<file path="config.mk">
export PLATFORM = sky130hd
export DESIGN_NAME = loopback_interceptor
export DESIGN_NICKNAME = d
export VERILOG_FILES = /design/src/rtl/loopback_interceptor_pkg.sv /design/src/rtl/loopback_fifo.sv /design/src/rtl/loopback_interceptor.sv
export SDC_FILE = /design/constraint.sdc
export NUM_CORES = 1
export LEC_CHECK = 0
export CORE_ASPECT_RATIO = 0.6
export CORE_MARGIN = 5
export CORE_UTILIZATION = 40
export DETAILED_ROUTE_END_ITERATION = 6
export GPL_ROUTABILITY_DRIVEN = 0
export PLACE_DENSITY = 0.78
export SKIP_LAST_GASP = 1
export SLEW_MARGIN = 30
export SYNTH_ARGS = -nofsm -noshare
export SYNTH_HDL_FRONTEND = slang
export SYNTH_SLANG_ARGS = --single-unit
</file>
<file path="constraint.sdc">
create_clock -name clk -period 2.1 [get_ports clk]
set_clock_uncertainty 0.15 [all_clocks]
set_input_delay 0.315 -clock clk [delete_from_list [all_inputs] [get_ports clk]]
set_output_delay 0.315 -clock clk [all_outputs]
set_load 0.005 [all_outputs]
</file>
<file path="src/rtl/loopback_interceptor_pkg.sv">
// Message types shared with the bus communication interface (xctcmsg_pkg)
// and the loopback interceptor's local helpers (loopback_interceptor_pkg).
//   xctcmsg_pkg             : send/receive message structs (meta.address + tag, data)
//   loopback_interceptor_pkg: receive-arbiter grant enum, send->receive conversion
package xctcmsg_pkg;
  typedef struct packed {
    logic [31:0] address;
    logic [7:0]  tag;
  } msg_meta_t;

  typedef struct packed {
    msg_meta_t   meta;
    logic [31:0] data;
  } msg_t;

  // meta.address is the destination on send, the source on receive
  typedef struct packed { msg_t message; } interface_send_data_t;
  typedef struct packed { msg_t message; } interface_receive_data_t;
endpackage

package loopback_interceptor_pkg;
  import xctcmsg_pkg::*;

  typedef enum logic { GRANT_L = 1'b0, GRANT_B = 1'b1 } grant_e;

  // A looped-back message arrives "from" this node, so the source address
  // is our own address; tag and payload pass through untouched.
  function automatic interface_receive_data_t to_receive(
    input interface_send_data_t s, input logic [31:0] local_addr);
    interface_receive_data_t r;
    r.message.meta.address = local_addr;
    r.message.meta.tag     = s.message.meta.tag;
    r.message.data         = s.message.data;
    return r;
  endfunction
endpackage

</file>
<file path="src/rtl/loopback_fifo.sv">
// Loopback FIFO: DEPTH entries (power of two), valid/ready on both ends.
//   push_valid_i/push_ready_o/push_data_i : write side; ready when not full
//                                           or when the head leaves this cycle
//   pop_valid_o/pop_ready_i/pop_data_o    : read side; head is registered,
//                                           so a push is visible next cycle
module loopback_fifo
  import xctcmsg_pkg::*;
#(
  parameter int DEPTH = 2
) (
  input  logic                    clk,
  input  logic                    rst_n,
  input  logic                    push_valid_i,
  output logic                    push_ready_o,
  input  interface_receive_data_t push_data_i,
  output logic                    pop_valid_o,
  input  logic                    pop_ready_i,
  output interface_receive_data_t pop_data_o
);
  localparam int AW = $clog2(DEPTH);

  interface_receive_data_t mem_q [DEPTH];
  logic [AW-1:0] wr_ptr_q, rd_ptr_q;
  logic [AW:0]   count_q, count_d;
  logic          full, push_fire, pop_fire;

  assign full         = (count_q == (AW+1)'(DEPTH));
  assign pop_valid_o  = (count_q != '0);
  assign pop_data_o   = mem_q[rd_ptr_q];
  assign pop_fire     = pop_valid_o & pop_ready_i;
  assign push_ready_o = ~full | pop_fire;
  assign push_fire    = push_valid_i & push_ready_o;

  always_comb begin
    count_d = count_q;
    case ({push_fire, pop_fire})
      2'b10:   count_d = count_q + 1'b1;
      2'b01:   count_d = count_q - 1'b1;
      default: count_d = count_q;
    endcase
  end

  // Pointers are AW bits wide, so they wrap modulo DEPTH for free.
  always_ff @(posedge clk or negedge rst_n) begin
    if (!rst_n) begin
      wr_ptr_q <= '0;
      rd_ptr_q <= '0;
      count_q  <= '0;
    end else begin
      count_q <= count_d;
      if (push_fire) wr_ptr_q <= wr_ptr_q + 1'b1;
      if (pop_fire)  rd_ptr_q <= rd_ptr_q + 1'b1;
    end
  end

  always_ff @(posedge clk or negedge rst_n) begin
    if (!rst_n) begin
      for (int i = 0; i < DEPTH; i++) mem_q[i] <= '0;
    end else if (push_fire) begin
      mem_q[wr_ptr_q] <= push_data_i;
    end
  end
endmodule

</file>
<file path="src/rtl/loopback_interceptor.sv">
// Loopback interceptor: sends addressed to this node are turned around
// through a small FIFO instead of going out on the bus, and merged with
// bus-received traffic onto a single receive stream.
//   clk, rst_n                         : clock, async active-low reset
//   local_address                      : this node's address
//   send_loopback_* / loopback_send_*  : upstream send request
//   loopback_interface_* / interface_loopback_ready : remote send to bus
//   interface_loopback_* / loopback_interface_ready : message from bus
//   loopback_receive_* / receive_loopback_ready     : merged receive stream
module loopback_interceptor
  import xctcmsg_pkg::*;
  import loopback_interceptor_pkg::*;
#(
  parameter int LOOPBACK_DEPTH = 2
) (
  input  logic                    clk,
  input  logic                    rst_n,
  input  logic [31:0]             local_address,
  input  logic                    send_loopback_valid,
  output logic                    loopback_send_ready,
  input  interface_send_data_t    send_loopback_data,
  output logic                    loopback_interface_valid,
  input  logic                    interface_loopback_ready,
  output interface_send_data_t    loopback_interface_data,
  input  logic                    interface_loopback_valid,
  output logic                    loopback_interface_ready,
  input  interface_receive_data_t interface_loopback_data,
  output logic                    loopback_receive_valid,
  input  logic                    receive_loopback_ready,
  output interface_receive_data_t loopback_receive_data
);
  logic                    is_local;
  logic                    l_valid, l_ready, push_ready;
  interface_receive_data_t l_data;
  grant_e                  grant, last_grant_q, last_grant_d;

  assign is_local = (send_loopback_data.message.meta.address == local_address);

  // Remote path is pure wiring; a local send never reaches the bus.
  assign loopback_interface_valid = send_loopback_valid & ~is_local;
  assign loopback_interface_data  = send_loopback_data;
  assign loopback_send_ready      = is_local ? push_ready : interface_loopback_ready;

  loopback_fifo #(.DEPTH(LOOPBACK_DEPTH)) u_fifo (
    .clk          (clk),
    .rst_n        (rst_n),
    .push_valid_i (send_loopback_valid & is_local),
    .push_ready_o (push_ready),
    .push_data_i  (to_receive(send_loopback_data, local_address)),
    .pop_valid_o  (l_valid),
    .pop_ready_i  (l_ready),
    .pop_data_o   (l_data)
  );

  // Round-robin between FIFO head (L) and bus (B). The grant is a function
  // of the valids and last_grant_q only, so it cannot move under backpressure.
  always_comb begin
    grant        = GRANT_B;
    last_grant_d = last_grant_q;
    if (l_valid && (!interface_loopback_valid || last_grant_q == GRANT_B))
      grant = GRANT_L;
    if (loopback_receive_valid && receive_loopback_ready)
      last_grant_d = grant;
  end

  always_ff @(posedge clk or negedge rst_n) begin
    if (!rst_n) last_grant_q <= GRANT_B;
    else        last_grant_q <= last_grant_d;
  end

  assign loopback_receive_valid   = l_valid | interface_loopback_valid;
  assign loopback_receive_data    = (grant == GRANT_L) ? l_data : interface_loopback_data;
  assign loopback_interface_ready = receive_loopback_ready & (grant == GRANT_B);
  assign l_ready                  = receive_loopback_ready & (grant == GRANT_L);
endmodule

</file>
==> impl_metrics.py <==
metrics = {
    "outcome": {
        "outcome": "finished, violations left",
        "violations": "negative setup slack",
    },
    "min_path": {
        "min-delay-start": "local_address[31]",
        "hold_path_end": "u_fifo.mem_q[71]",
        "hold_depth": 2,
        "hold_path.class": "input pin to register",
    },
    "critical_path": {
        "required_ns": 1.63,
        "endpoint_kind": "output port",
        "worst_path_most_repeated_cell": "buf_6",
        "reg2reg_from": "last_grant_q",
        "path_max_fanout": 5,
        "arrival_ns": 2.10,
        "start_kind": "register",
        "worst_path_max_delay_cell": "dfstp_2",
        "worstSetupPathType": "register to output port",
        "crit_family": "buffers and inverters",
        "r2r.worst_path.cells": 10,
        "r2r_slack_ns": -0.47,
        "crit_path_cell_trace": "nand2b_4 > o21a_4 > buf_8 > buf_12 > buf_12 > buf_6 > buf_6 > buf_6 > nor2_2 > a21oi_1 > buf_2",
        "worst-path-stages": 11,
        "r2r-end": "u_fifo.mem_q[103]",
        "worst-path-buf-inv": 7,
        "slowest_delay_ns": 0.53,
    },
    "cts": {
        "cts_sinks": 149,
        "cts-root-buf": "clkbuf_16",
        "path_clk_slew_ns": 0.06,
        "h-tree-depth": 4,
        "tritoncts": "yes",
        "worstSkewPairLatency_ns": 0.41,
        "clockBufferDepth": 2,
        "cts_buffers": 17,
    },
    "die": {
        "dieWidth_um": 195.6,
        "die_h_um": 121.3,
        "ioPinCount": 330,
        "rows": 40,
        "initial_core_util": 0.4097,
        "floorplan.core_area_um2": 20170,
        "fp.dieArea_um2": 23730,
    },
    "timing": {
        "tightest_slew_ns": 0.4400,
        "hold_ws_ns": 0.03162,
        "slew_headroom": 0.7067,
        "slew_viol_final": 0,
        "setup_viol": 220,
        "hold_viol_final": 0,
        "finalCritPeriodShare": 1.223,
        "fmax_ghz": 0.3892,
        "final.min_clock_period_ns": 2.569,
        "rsz0062_at_grt": "yes",
        "layout_setup_ws_ns": -0.4693,
    },
    "route": {
        "via_per_inst": 4.993,
        "final_antenna_net_count": 0,
        "drcViolationCount": 0,
        "wl_met2_mm": 14.43,
        "m1WireLength_mm": 13.06,
        "vias": 6950,
        "drt_first_pass_iters": 4,
        "drt_iter0_drc": 306,
        "wl_met3_mm": 1.753,
        "wl_per_cell_um": 21.39,
        "routed_wl_mm": 29.77,
        "maxUsedRoutingLayer": "met4",
    },
    "synthesis": {
        "postSynthAreaPerCell_um2": 12.05,
        "synth_seq_area_share": 0.4514,
        "synthCells": 686,
        "ys_warn_count": 0,
        "syn_nets": 869,
        "synth_cell_types": 29,
        "netlist_area_um2": 8263,
        "ys_seq_elements": 149,
    },
    "grt": {
        "antenna_found_initial": 1,
        "grt_remaining_overflow": 0,
        "grt_max_degree": 55,
        "track_usage": 0.2142,
        "grt_pass1_vias": 7227,
        "grt_pass1_wl_mm": 40.10,
    },
    "run": {
        "cap_violations": 0,
    },
    "finish": {
        "mostFrequentLayoutCells": "188 x clkdlybuf4s50_1, 145 x dfrtp_1, 129 x mux2_4",
        "layout-drive-gt1-share": 0.5188,
        "area_growth_pct": 74.76,
        "mostFrequentLayoutCell": "clkdlybuf4s50_1",
        "fill_cells": 1319,
        "nNetsFinal": 1288,
    },
    "power_and_ir_drop": {
        "powerDensity_nw_per_um2": 862.9,
        "p_leak_nw": 6.894,
        "vdd_drop_max_mv": 0.6197,
        "power_mw": 12.46,
    },
    "place": {
        "dp_slack_ns": -1.143,
        "hpwlAfterDp_mm": 17.94,
        "portBuffers": 329,
    },
}
[where the power goes]
part | switching, mW | internal, mW
clock | 1.30 | 1.58
sequential | 0.0794 | 2.93
combinational | 2.89 | 3.68
[sequential cells by signal (all words and copies together) (netlist names)]
signal and cells:
u_fifo.mem_q 144, u_fifo.count_q 2, last_grant_q 1, u_fifo.rd_ptr_q 1, u_fifo.wr_ptr_q 1
[kinds of logic (layout without fill, tap and decap cells)]
group | count (synthesis) | after routing | synth area share
buf+inv | 112 | 543 | 0.09630
xor+xnor | 37 | 37 | 0.03922
compound gates | 75 | 76 | 0.04618
fa+ha+maj | 1 | 1 | 0.001514
mux | 217 | 217 | 0.3121
simple gates | 95 | 95 | 0.05330
flops | 149 | 149 | 0.4514
other cells | 0 | 1 | 0
[through the flow]
step	instances	instance area (µm²)	util	TNS (ns)
6_report	1392	14440	0.7159	-80.89
3_3_place_gp	1261	11960	0.5931	-179.13
5_1_grt	1392	14440	0.7159	-98.28
2_1_floorplan	686	8293	-	-40.71
3_5_place_dp	1261	11960	0.5931	-178.14
4_1_cts	1323	13240	0.6562	-75.97
[final cells by class]
class,instances,area [µm²],share of cell area
Multi-Input combinational cell,426,4698,0.3254
Antenna cell,1,2.502,0.0001733
Timing Repair Buffer,509,5100,0.3532
Clock buffer,19,442.9,0.03067
Tap cell,273,341.6,0.02365
Sequential cell,149,3736,0.2587
Inverter,2,7.507,0.0005199
Clock inverter,13,111.4,0.007712
[metal layers]
layer,track usage,vias up
li1,-,3148
met5,0,-
met4,0.04882,0
met3,0.05189,35
met1,0.2795,3501
met2,0.3631,266
[worst max path at each step]
stage,start,to,slack [ns]
floorplan,local_address[23],u_fifo.mem_q[32],-0.29
global placement,local_address[22],loopback_send_ready,-1.16
detailed placement,local_address[22],loopback_send_ready,-1.14
CTS,last_grant_q,loopback_receive_data[50],-0.63
global route,last_grant_q,loopback_receive_data[11],-0.56
finish,last_grant_q,loopback_receive_data[11],-0.47
[cells in the mapped netlist, drive strengths merged]
cell type / n / share of area
nand2: 2 / 0.00091
nor2b: 2 / 0.0015
dfrtp: 148 / 0.45
xor2: 33 / 0.035
or3: 2 / 0.0017
dfstp: 1 / 0.0032
mux2i: 72 / 0.087
clkbuf: 15 / 0.0068
xnor2: 4 / 0.0042
nor4: 10 / 0.011
o21a: 1 / 0.00091
and2: 1 / 0.00076
nand2b: 1 / 0.00076
ha: 1 / 0.0015
a21oi: 73 / 0.044
inv: 2 / 0.00091
nor3: 1 / 0.00061
a211o: 1 / 0.0011
buf: 95 / 0.089
nor2: 74 / 0.034
mux2: 145 / 0.22
nand4: 2 / 0.0023
[timing repair]
item                                    in CTS  in global routing
hold endpoints to repair                    36                  0
hold buffers                                 1                  0
buffers inserted                            18                 67
gates resized for setup                    287                432
endpoints found under the setup margin     223                222
cloned                                      12                 15
pin swaps                                   27                 25
Power figures use the tool's default switching activity.
